**src/rtl/mux_pkg.sv**
```systemverilog
// Shared constants and helpers for the mux_arb_nbit stream multiplexer.
// The rotated first-one search is sized for up to MAX_M channels.
package mux_pkg;

    localparam logic MODE_MANUAL = 1'b0;
    localparam logic MODE_ARB    = 1'b1;
    localparam int   MAX_M       = 64;

    // Index of the first set bit at or after base, wrapping at m; -1 if none.
    function automatic int first_one_rot(
        input logic [MAX_M-1:0] req,
        input int               base,
        input int               m
    );
        int  res;
        int  idx;
        logic found;
        res   = -1;
        found = 1'b0;
        for (int k = 0; k < MAX_M; k++) begin
            if (k < m && !found) begin
                idx = base + k;
                if (idx >= m) begin
                    idx = idx - m;
                end
                if (req[idx]) begin
                    found = 1'b1;
                    res   = idx;
                end
            end
        end
        return res;
    endfunction

endpackage

```
**src/rtl/rr_arbiter.sv**
```systemverilog
// Request arbiter: round-robin from i_ptr with MUX_ARB_RR_EN defined,
// fixed lowest-index priority otherwise (i_ptr then has no effect).
module rr_arbiter
    import mux_pkg::*;
#(
    parameter int M = 4
) (
    input  logic [M-1:0]         i_req,
    input  logic [$clog2(M)-1:0] i_ptr,
    input  logic                 i_en,
    output logic [M-1:0]         o_gnt,
    output logic [$clog2(M)-1:0] o_idx
);

    localparam int SW = $clog2(M);

`ifdef MUX_ARB_RR_EN
    localparam bit RR = 1'b1;
`else
    localparam bit RR = 1'b0;
`endif

    logic [SW-1:0]    w_base;
    logic [MAX_M-1:0] w_req;
    int               w_first;

    assign w_base = RR ? i_ptr : '0;

    always_comb begin
        w_req          = '0;
        w_req[M-1:0]   = i_req;
        w_first        = first_one_rot(w_req, int'(w_base), M);
        o_gnt          = '0;
        o_idx          = '0;
        if (i_en && w_first >= 0) begin
            o_gnt[w_first] = 1'b1;
            o_idx          = w_first[SW-1:0];
        end
    end

endmodule

```
**src/rtl/mux_arb_nbit.sv**
```systemverilog
// M-channel N-bit registered stream mux, manual select or arbitrated.
// MUX_ARB_RR_EN selects round-robin arbitration (default: fixed priority).
module mux_arb_nbit
    import mux_pkg::*;
#(
    parameter int N = 8,
    parameter int M = 4
) (
    input  logic                 clk,
    input  logic                 rst,
    input  logic                 mode,
    input  logic [$clog2(M)-1:0] sel,
    input  logic [M*N-1:0]       in_data,
    input  logic [M-1:0]         in_valid,
    output logic [M-1:0]         in_ready,
    output logic [N-1:0]         out_data,
    output logic [$clog2(M)-1:0] out_src,
    output logic                 out_valid,
    input  logic                 out_ready
);

    localparam int SW = $clog2(M);

    logic [SW-1:0] w_ptr;
    logic [SW-1:0] w_arb_idx;
    logic [SW-1:0] w_idx;
    logic [M-1:0]  w_arb_gnt;
    logic [M-1:0]  w_man_gnt;
    logic [M-1:0]  w_gnt;
    logic          w_load;
    logic          w_take;
    logic [N-1:0]  w_data;

    logic [N-1:0]  r_data;
    logic [SW-1:0] r_src;
    logic          r_valid;

    rr_arbiter #(.M(M)) u_arb (
        .i_req (in_valid),
        .i_ptr (w_ptr),
        .i_en  (mode == MODE_ARB),
        .o_gnt (w_arb_gnt),
        .o_idx (w_arb_idx)
    );

    // Out-of-range sel matches no channel, so the grant is empty.
    always_comb begin
        w_man_gnt = '0;
        for (int i = 0; i < M; i++) begin
            w_man_gnt[i] = (sel == SW'(i)) && in_valid[i];
        end
    end

    assign w_gnt  = (mode == MODE_ARB) ? w_arb_gnt : w_man_gnt;
    assign w_idx  = (mode == MODE_ARB) ? w_arb_idx : sel;
    assign w_load = (!r_valid || out_ready) && !rst;
    assign w_take = (|w_gnt) && w_load;

    assign in_ready = w_gnt & {M{w_load}};

    always_comb begin
        w_data = '0;
        for (int i = 0; i < M; i++) begin
            if (w_gnt[i]) begin
                w_data = w_data | in_data[i*N +: N];
            end
        end
    end

    always_ff @(posedge clk or posedge rst) begin
        if (rst) begin
            r_data  <= '0;
            r_src   <= '0;
            r_valid <= 1'b0;
        end else if (w_take) begin
            r_data  <= w_data;
            r_src   <= w_idx;
            r_valid <= 1'b1;
        end else if (w_load) begin
            r_valid <= 1'b0;
        end
    end

`ifdef MUX_ARB_RR_EN
    logic [SW-1:0] r_ptr;

    always_ff @(posedge clk or posedge rst) begin
        if (rst) begin
            r_ptr <= '0;
        end else if (w_take && mode == MODE_ARB) begin
            r_ptr <= (w_arb_idx == SW'(M-1)) ? '0 : w_arb_idx + SW'(1);
        end
    end

    assign w_ptr = r_ptr;
`else
    assign w_ptr = '0;
`endif

    assign out_data  = r_data;
    assign out_src   = r_src;
    assign out_valid = r_valid;

endmodule

```
**config.mk**
```make
export PLATFORM = sky130hd
export DESIGN_NAME = mux_arb_nbit
export DESIGN_NICKNAME = d
export VERILOG_FILES = /design/src/rtl/mux_pkg.sv /design/src/rtl/rr_arbiter.sv /design/src/rtl/mux_arb_nbit.sv
export SDC_FILE = /design/constraint.sdc
export NUM_CORES = 1
export LEC_CHECK = 0
export BUFFER_PORTS_ARGS = -buffer_cell sky130_fd_sc_hd__buf_2
export CAP_MARGIN = 10
export CORE_MARGIN = 10
export CORE_UTILIZATION = 46
export CTS_CLUSTER_SIZE = 16
export DETAILED_ROUTE_END_ITERATION = 16
export GPL_ROUTABILITY_DRIVEN = 0
export PLACE_DENSITY_LB_ADDON = 0.3
export SLEW_MARGIN = 30
export SYNTH_ARGS = -nofsm -noshare
export SYNTH_HDL_FRONTEND = slang
export SYNTH_HIERARCHICAL = 1
export SYNTH_SLANG_ARGS = --single-unit
```
**constraint.sdc**
```tcl
create_clock -name clk -period 3.2 [get_ports clk]
set_clock_uncertainty 0.05 [all_clocks]
set_input_delay 0.96 -clock clk [delete_from_list [all_inputs] [get_ports clk]]
set_output_delay 0.96 -clock clk [all_outputs]
set_load 0.05 [all_outputs]
```
## After elaboration in Yosys (flattened, before gate mapping)

Cells that the tools add are included.

- $lt $le $gt $ge: 6
- Eq/ne operators: 3
- Muxes and demuxes: 36
- Bitwise gates (word level): 4
- Reductions and logical operators: 14

Operators with widths:

| cell | count |
|---|---|
| $mux W32 | 10 |
| $lt A32 B8 Y1 const B | 3 |
| $ge A32 B1 Y1 const B | 2 |
| $lt A32 B4 Y1 const B | 1 |
| $mux W8 | 4 |
| $or A8 B8 Y8 | 3 |
| $bmux W1 S6 | 3 |
| $mux W1 | 14 |
| $logic_and A1 B1 Y1 | 8 |
| $mux W4 | 2 |
| $and A4 B4 Y4 | 1 |
| $eq A2 B2 Y1 const B | 2 |
| $mux W2 | 2 |
| $reduce_or A4 Y1 | 1 |
| $demux W1 S2 | 1 |
| $eq A2 B1 Y1 const B | 1 |
| $logic_not A1 Y1 | 2 |
| $logic_not A2 Y1 | 1 |
| $reduce_bool A2 Y1 | 1 |
| $logic_or A1 B1 Y1 | 1 |

- Flip-flop bits (word level): 11
- Output and inout port bits: 15
- Word-level logic and storage cells: 66

## Logic depth before layout (Yosys ltp)

Gate-level depths: netlist of the first run.

- Depth in word-level cells: 32
- Mapped depth: 8

## Cells and area by module

Netlist of the first run, hierarchy kept.

Modules (own cells, without submodules):

| module | instances | cells each | area each (µm²) |
|---|---|---|---|
| mux_arb_nbit | 1 | 91 | 879.6 |
| rr_arbiter | 1 | 10 | 65.1 |

## Worst setup path after synthesis of the first run

No wires, ideal clock.

- Kind: input to output
- From: input port in_valid[0]
- To: output port in_ready[3]
- Arrival: 2.333 ns
- Setup slack: -0.143 ns
- Cell stages on the path: 6
- Cell sequence: nor3b_2 > and2b_1 > and2_1 > clkbuf_1 > nor2_4 > nor2_1

- Longest elaborated chain between the ends: 16
- Elaborated cells between the ends (all ways): 31

Ends and longest elaborated chain:

| item | RTL line | source |
|---|---|---|
| from (decl) | mux_arb_nbit.sv:14 | `input logic [M-1:0] in_valid,` |
| $bmux W1 S6 | mux_pkg.sv:26 | `if (req[idx]) begin` |
| $mux W1 (not written as such) (2 in a row) | mux_pkg.sv:26 |  |
| $mux W32 | mux_pkg.sv:26 |  |
| $mux W32 | mux_pkg.sv:21 | `if (k < m && !found) begin` |
| $mux W32 | mux_pkg.sv:26 |  |
| $mux W32 | mux_pkg.sv:21 |  |
| $mux W32 | mux_pkg.sv:26 |  |
| $mux W32 (*) | mux_pkg.sv:21 |  |
| $ge A32 B1 Y1 or $lt A32 B4 Y1 (tied branches) | rr_arbiter.sv:35, rr_arbiter.sv:36 |  |
| $logic_and A1 B1 Y1 (not written as such) | rr_arbiter.sv:36 | `o_gnt[w_first] = 1'b1;` |
| $mux W1 (not written as such) | rr_arbiter.sv:36 |  |
| $demux W1 S2 | n/a |  |
| $mux W4 (*) | rr_arbiter.sv:35 | `if (i_en && w_first >= 0) begin` |
| named net w_arb_gnt[3] | mux_arb_nbit.sv:27 | `logic [M-1:0] w_arb_gnt;` |
| $mux W4 (*) | mux_arb_nbit.sv:54 | `assign w_gnt = (mode == MODE_ARB) ? w_arb_gnt : w_man_gnt;` |
| $and A4 B4 Y4 (*) | mux_arb_nbit.sv:59 | `assign in_ready = w_gnt & {M{w_load}};` |
| to (decl) | mux_arb_nbit.sv:15 | `output logic [M-1:0] in_ready,` |

The timed path passes the listed nets; every way through them passes the cells marked *. The select of a mux whose other input is x is not followed.

## Worst setup path in the final report of the first run

- From: input port mode
- To: output port in_ready[2]

- Longest elaborated chain between the ends: 4

Ends and longest elaborated chain:

| item | RTL line | source |
|---|---|---|
| from (decl) | mux_arb_nbit.sv:11 | `input logic mode,` |
| $logic_and A1 B1 Y1 | rr_arbiter.sv:35 |  |
| $mux W4 | rr_arbiter.sv:35 |  |
| named net w_arb_gnt[2] | mux_arb_nbit.sv:27 |  |
| $mux W4 | mux_arb_nbit.sv:54 |  |
| $and A4 B4 Y4 | mux_arb_nbit.sv:59 |  |

The timed path passes the listed nets, and every way through them passes these cells.

==> results.txt, run 1 <==
----------------------------------------------------
[Clock tree]
  Root Buffer ... clkbuf_4
  Setup fix buffers added after clock tree synthesis ... 0
  Clock sink count ... 11
  Clock tree from TritonCTS ... yes
  Post-CTS Resized ... 0
  CTS clock-pin slew for the worst setup and hold paths ... ~70 ps
  Latest clock arrival within the worst-skew pair ... 270 ps
  Clock buffers created by TritonCTS ... 3
  Maximum buffer depth of the clock tree ... 2
  Maximum level of the CTS H-tree ... 1
  Cts hold-fix bufs ... 0

[Global route]
  Antenna violations before repair ... 0
  Number of global-route vias before repair ... between 1000 and 1500
  Pin count of the biggest net entering global routing ... 12
  Global-route wire length before repair ... ~5000 um
  Total congestion overflow ... 0
  Overall track demand over capacity in global routing ... between 10% and 20%

[Min path]
  Hold-critical path depth ... 1
  Hold WC Path Type ... reg -> reg

[Placed design]
  IO buf count ... 56
  Placed wire-length estimate after detailed placement ... around 2500 um

[Worst setup path]
  Ordered cell list for the critical path ... buf_2, nor3b_2, and2_1, and2_1, nor2_2, nor2_1, buf_2
  Buffer and inverter count on the worst path ... 2
  Critical path fanouts, max ... 8
  Endpoint class of the critical path ... primary output
  R2R depth ... 5
  Crit. path cell count ... 7
  Arr. time, crit path ... 2110 ps
  Critical path's largest stage delay ... 280 ps
  Cell family with most CP delay ... simple AND/OR/NAND/NOR gates
  Master of the slowest instance on the critical path ... buf_2
  Type of element launching the critical path ... primary input
  Required time at the worst-slack endpoint ... about 2200 ps
  Crit Path Category ... in -> out

[Power and ir drop]
  Leakage power of the design ... roughly 0.7 nW
  PnR Total Power ... slightly above 0.6 mW
  Pwr Density ... between 400 and 500 nW/um^2
  Maximum vdd ir drop ... between 0.0003 and 0.0004 V

[Timing]
  Number of slew-limit violations in the final report ... 0
  Unrepaired setup endpoints after global routing ... false
  Period utilization ... a little over nine tenths
  Setup_tns ... 0 ps
  Max Fclk ... 321 MHz
  Tightest hold margin ... between 400 and 500 ps
  Worst slew pin tran ... 726 ps
  Minimum clock period ... around 3100 ps
  Relative max-transition margin ... roughly half
  Hold violation count in the final report ... 0
  Number of failing setup endpoints in the final timing report ... 0

[Floorplan]
  Placeable core region ... about 2000 sq um
  Horiz. Die Dim ... 65.2 um
  Standard-cell rows ... 16
  Starting density of the core ... 48.0%
  Die Outline Area ... between 4000 and 5000 sq um
  IO Count ... between 50 and 60
  Die Y-Extent ... around 65 um

[Final layout]
  Area growth from synthesis to layout ... 39.1%
  Core Util, Final ... between 60% and 70%
  Share of final-layout standard cells stronger than drive strength 1 ... between 50% and 60%
  Diodes inserted ... 0
  Number of nets in the final layout ... 206

[Drt]
  Mean number of vias per cell ... ~5.3
  Antenna violation net count after detailed routing ... 0
  Final WL ... 3100 um
  Detailed-route via count ... about 1000
  Remaining DRCs ... 0
  Wire length per cell ... roughly 16 um
  Router iterations before antenna repair ... 3
  Number of violations reported at the end of detailed-routing iteration 0 ... 48

[Yosys]
  Warning count from the yosys run ... 6
  Net count after synthesis ... roughly 140
  Mapped cell area ... between 900 and 1000 sq um
  Syn Inst Count ... 100
  Mean instance size in the synthesized netlist ... around 9.4 sq um

[Run status]
  Status ... completed

[Run]
  Max_cap viols ... 0

----------------------------------------------------
worst paths after layout:
path	start	end	slack, ps
min in group asynchronous	rst	out_data[3]	620
worst max-delay path	mode	in_ready[2]	80
worst max register to register	out_valid	out_data[7]	1320
worst min register to register	out_data[1]	out_data[1]	450
worst min-delay path	out_data[1]	out_data[1]	450
max in group asynchronous	rst	out_data[7]	2330
final cells by class:
| cell class | instances | area (sq um) |
|---|---|---|
| clock buffers | 4 | 26.3 |
| multi-input cells | 71 | 577 |
| repair buffers | 66 | 355 |
| well taps | 27 | 33.8 |
| flip-flops and latches | 11 | 275 |
| fillers | 174 | 653 |
| inverters | 11 | 41.3 |
worst reg2reg max path: cells and delay by family, from the launching register on:
family | cells | cell delay, ps
multiplexers | 1 | 310
buffers and inverters | 2 | 290
flip-flops | 1 | 370
AO/OA/AOI/OAI | 2 | 750
state kept, by name, summed over array words and instances, names as in the netlist:
signal     flops
out_valid      1
out_data       8
out_src        2
through the flow:
step	std cells	instance area (sq um)	worst slack [ps]
after floorplan	100	943	-82.8
after global placement	186	1280	175
after detailed placement	186	1280	111
after CTS	190	1310	79.9
after global routing	190	1310	8.44
final	190	1310	80.1
power breakdown:
part | leakage, nW | switching [mW] | total, mW | internal [mW]
registers | 0.142 | 0.0174 | 0.192 | 0.175
clock network | 0.0150 | 0.0492 | 0.0975 | 0.0483
logic | 0.540 | 0.206 | 0.318 | 0.112
cells in the final DEF (no fill, tap or decap), drive strengths merged:
master,instances
nor2,8
nand2b,2
inv,11
dfrtp,11
and4b,1
mux2,12
nor4b,1
o21ai,25
a41oi,1
nor3b,1
clkbuf,4
and2,5
o21a,1
a21oi,2
nor4bb,2
buf,66
o2111ai,8
a21o,1
and2b,1
routing by layer:
metal | up-vias | wire length, um | GRT usage [%]
met3 | 6 | 285 | 5.25
met1 | 472 | 1260 | 14.0
li1 | 490 | - | -
met2 | 41 | 1500 | 25.5
met4 | 0 | 55 | 7.22
met5 | - | 0 | 0
No activity file was read; power rests on OpenSTA's default activity.
==> run 2: changes to the inputs <==
Settings changed: RECOVER_POWER set to 25.
==> results.txt, run 2 (synthesized netlist as in run 1, its figures left out) <==
----------------------------------------------------
[Floorplan]
  IO Count ... 57 (unchanged)
  Horiz. Die Dim ... 65.2 um (unchanged)
  Die Y-Extent ... 65.2 um (unchanged)
  Placeable core region ... 1960 sq um (unchanged)
  Starting density of the core ... 48.0% (unchanged)
  Standard-cell rows ... 16 (unchanged)
  Die Outline Area ... 4250 sq um (unchanged)

[Final layout]
  Diodes inserted ... 0 (unchanged)
  Area growth from synthesis to layout ... 38.7%
  Max FFs per register ... 8 (unchanged)
  Most frequent cells in the layout ... 56 x buf_2, 25 x o21ai_0, 11 x inv_1, 11 x dfrtp_1
  Share of final-layout standard cells stronger than drive strength 1 ... 54.6% (-0.61 points)
  Number of nets in the final layout ... 206 (unchanged)
  Post-route non-filler standard cell count ... 190 (unchanged)
  Most common cell after layout, fill and taps aside ... buf_2

[Drt]
  Wire length per cell ... 16.3 um (unchanged)
  Mean number of vias per cell ... 5.32 (+0.20%)
  Final WL ... 3100 um (unchanged)
  Remaining DRCs ... 0 (unchanged)
  Detailed-route via count ... 1011 (+0.20%)
  Router iterations before antenna repair ... 3 (unchanged)
  Number of violations reported at the end of detailed-routing iteration 0 ... 50 (+4.2%)
  Antenna violation net count after detailed routing ... 0 (unchanged)

[Global route]
  Most congested layer reported by global routing ... met2
  Met2 global-route usage ... 25.5% (unchanged)
  Number of global-route vias before repair ... 1089 (unchanged)
  Overall track demand over capacity in global routing ... 14.2% (unchanged)
  Pin count of the biggest net entering global routing ... 12 (unchanged)
  Global-route wire length before repair ... 4890 um (unchanged)
  GRT met1 Usage ... 14.0% (unchanged)
  Total congestion overflow ... 0 (unchanged)
  Antenna violations before repair ... 0 (unchanged)
  Fraction of met3 tracks used by global routing ... 5.25% (unchanged)

[Timing]
  Number of failing setup endpoints in the final timing report ... 0 (unchanged)
  Unrepaired setup endpoints after global routing ... false
  Period utilization ... 97.5% (about the same)
  Minimum clock period ... 3120 ps (+0.218 ps)
  Hold violation count in the final report ... 0 (unchanged)
  Relative max-transition margin ... 50.9% (-0.17 points)
  Max Fclk ... 321 MHz (about the same)
  Worst slew pin tran ... 729 ps (+2.46 ps)
  Number of slew-limit violations in the final report ... 0 (unchanged)

[Clock tree]
  Setup fix buffers added after clock tree synthesis ... 0 (unchanged)
  Clock buffers created by TritonCTS ... 3 (unchanged)
  Cts hold-fix bufs ... 0 (unchanged)
  Maximum level of the CTS H-tree ... 1 (unchanged)
  Maximum buffer depth of the clock tree ... 2 (unchanged)
  CTS clock-pin slew for the worst setup and hold paths ... 70 ps (about the same)
  Post-CTS Resized ... 0 (unchanged)
  Clock sink count ... 11 (unchanged)
  Clock tree from TritonCTS ... yes
  Root Buffer ... clkbuf_4
  Latest clock arrival within the worst-skew pair ... 270 ps (about the same)

[Worst setup path]
  Buffer and inverter count on the worst path ... 2 (unchanged)
  Endpoint class of the critical path ... primary output
  Critical path's largest stage delay ... 280 ps (about the same)
  Required time at the worst-slack endpoint ... 2190 ps (about the same)
  Cell family with most CP delay ... simple AND/OR/NAND/NOR gates
  Ordered cell list for the critical path ... buf_2, nor3b_2, and2_1, and2_1, nor2_2, nor2_1, buf_2
  Critical path fanouts, max ... 8 (unchanged)
  Crit Path Category ... in -> out
  Type of element launching the critical path ... primary input
  Master of the slowest instance on the critical path ... buf_2
  Arr. time, crit path ... 2110 ps (about the same)

[Power and ir drop]
  Sequential power share ... 31.6% (about the same)
  PnR Total Power ... 0.607 mW (about the same)
  Maximum vdd ir drop ... 0.000378 V (about the same)
  Logic gate share of total power ... 52.3% (about the same)
  Switching share of power ... 44.9% (about the same)
  Pwr Density ... 465 nW/um^2 (+0.19%)
  Leakage power of the design ... 0.694 nW (-0.52%)
  Clock group share of total power ... 16.0% (about the same)
  Power spent charging and discharging nets ... 0.273 mW (about the same)
  Internal power ... 0.335 mW (-0.17%)

[Run]
  Max_cap viols ... 0 (unchanged)

[Placed design]
  Post-Place Cells ... 186 (unchanged)
  IO buf count ... 56 (unchanged)
  Placed wire-length estimate after detailed placement ... 2490 um (unchanged)

[Min path]
  Hold WC Path Type ... reg -> reg

[Run status]
  Status ... completed

----------------------------------------------------
[run 2: cell count changes in the layout (fill, tap and decap cells not counted), sizes merged]
| cell | delta |
|---|---|
| buf | -1 |
| clkbuf | +1 |
[run 2: per-stage QoR]
stage | hold slack (ps) | utilization [%] | setup TNS [ps] | instance area [sq um] | worst slack (ps)
6_report | 455 | 66.5 | 0 | 1310 | 79.9
5_1_grt | 479 | 66.5 | 0 | 1310 | 8.44
4_1_cts | 461 | 66.7 | 0 | 1310 | 79.9
3_5_place_dp | 438 | 65.4 | 0 | 1280 | 111
3_3_place_gp | 437 | 65.4 | 0 | 1280 | 175
2_1_floorplan | 768 | - | -249 | 943 | -82.8
[run 2: final cells by class]
| class | count | area, sq um |
|---|---|---|
| clock buffers | 4 | 26.3 |
| well taps | 27 | 33.8 |
| repair buffers | 66 | 352 |
| inverters | 11 | 41.3 |
| flip-flops and latches | 11 | 275 |
| multi-input cells | 71 | 577 |
| fillers | 174 | 657 |
[run 2: layer usage]
layer	share of wire, %	wire length [um]
met4	1.8	55
met5	0	0
met3	9.2	284
met2	49	1510
met1	40	1250
[run 2: worst reg2reg max path, delay by kind of cell (launching register included)]
kind,cells,cell delay (ps)
flops,1,370
mux,1,310
compound gates,2,760
buf+inv,2,290
[run 2: final timing paths]
kind                                  start          end  slack (ps)  cells past startpoint
worst max-delay path                   mode  in_ready[2]          80                      7
worst min-delay path            out_data[1]  out_data[1]         450                      1
worst max register to register    out_valid  out_data[7]        1310                      5
worst min register to register  out_data[1]  out_data[1]         450                      1
max in group asynchronous               rst  out_data[6]        1930                      3
min in group asynchronous               rst  out_data[3]         780                      3
[run 2: power groups by stage]
stage / Sequential (mW) / Clock (mW) / Combinational (mW)
after floorplan: 0.324 / 0 / 0.103
after global placement: 0.193 / 0 / 0.317
after detailed placement: 0.194 / 0 / 0.319
after CTS: 0.192 / 0.104 / 0.322
after global routing: 0.197 / 0.106 / 0.336
final: 0.192 / 0.0974 / 0.318
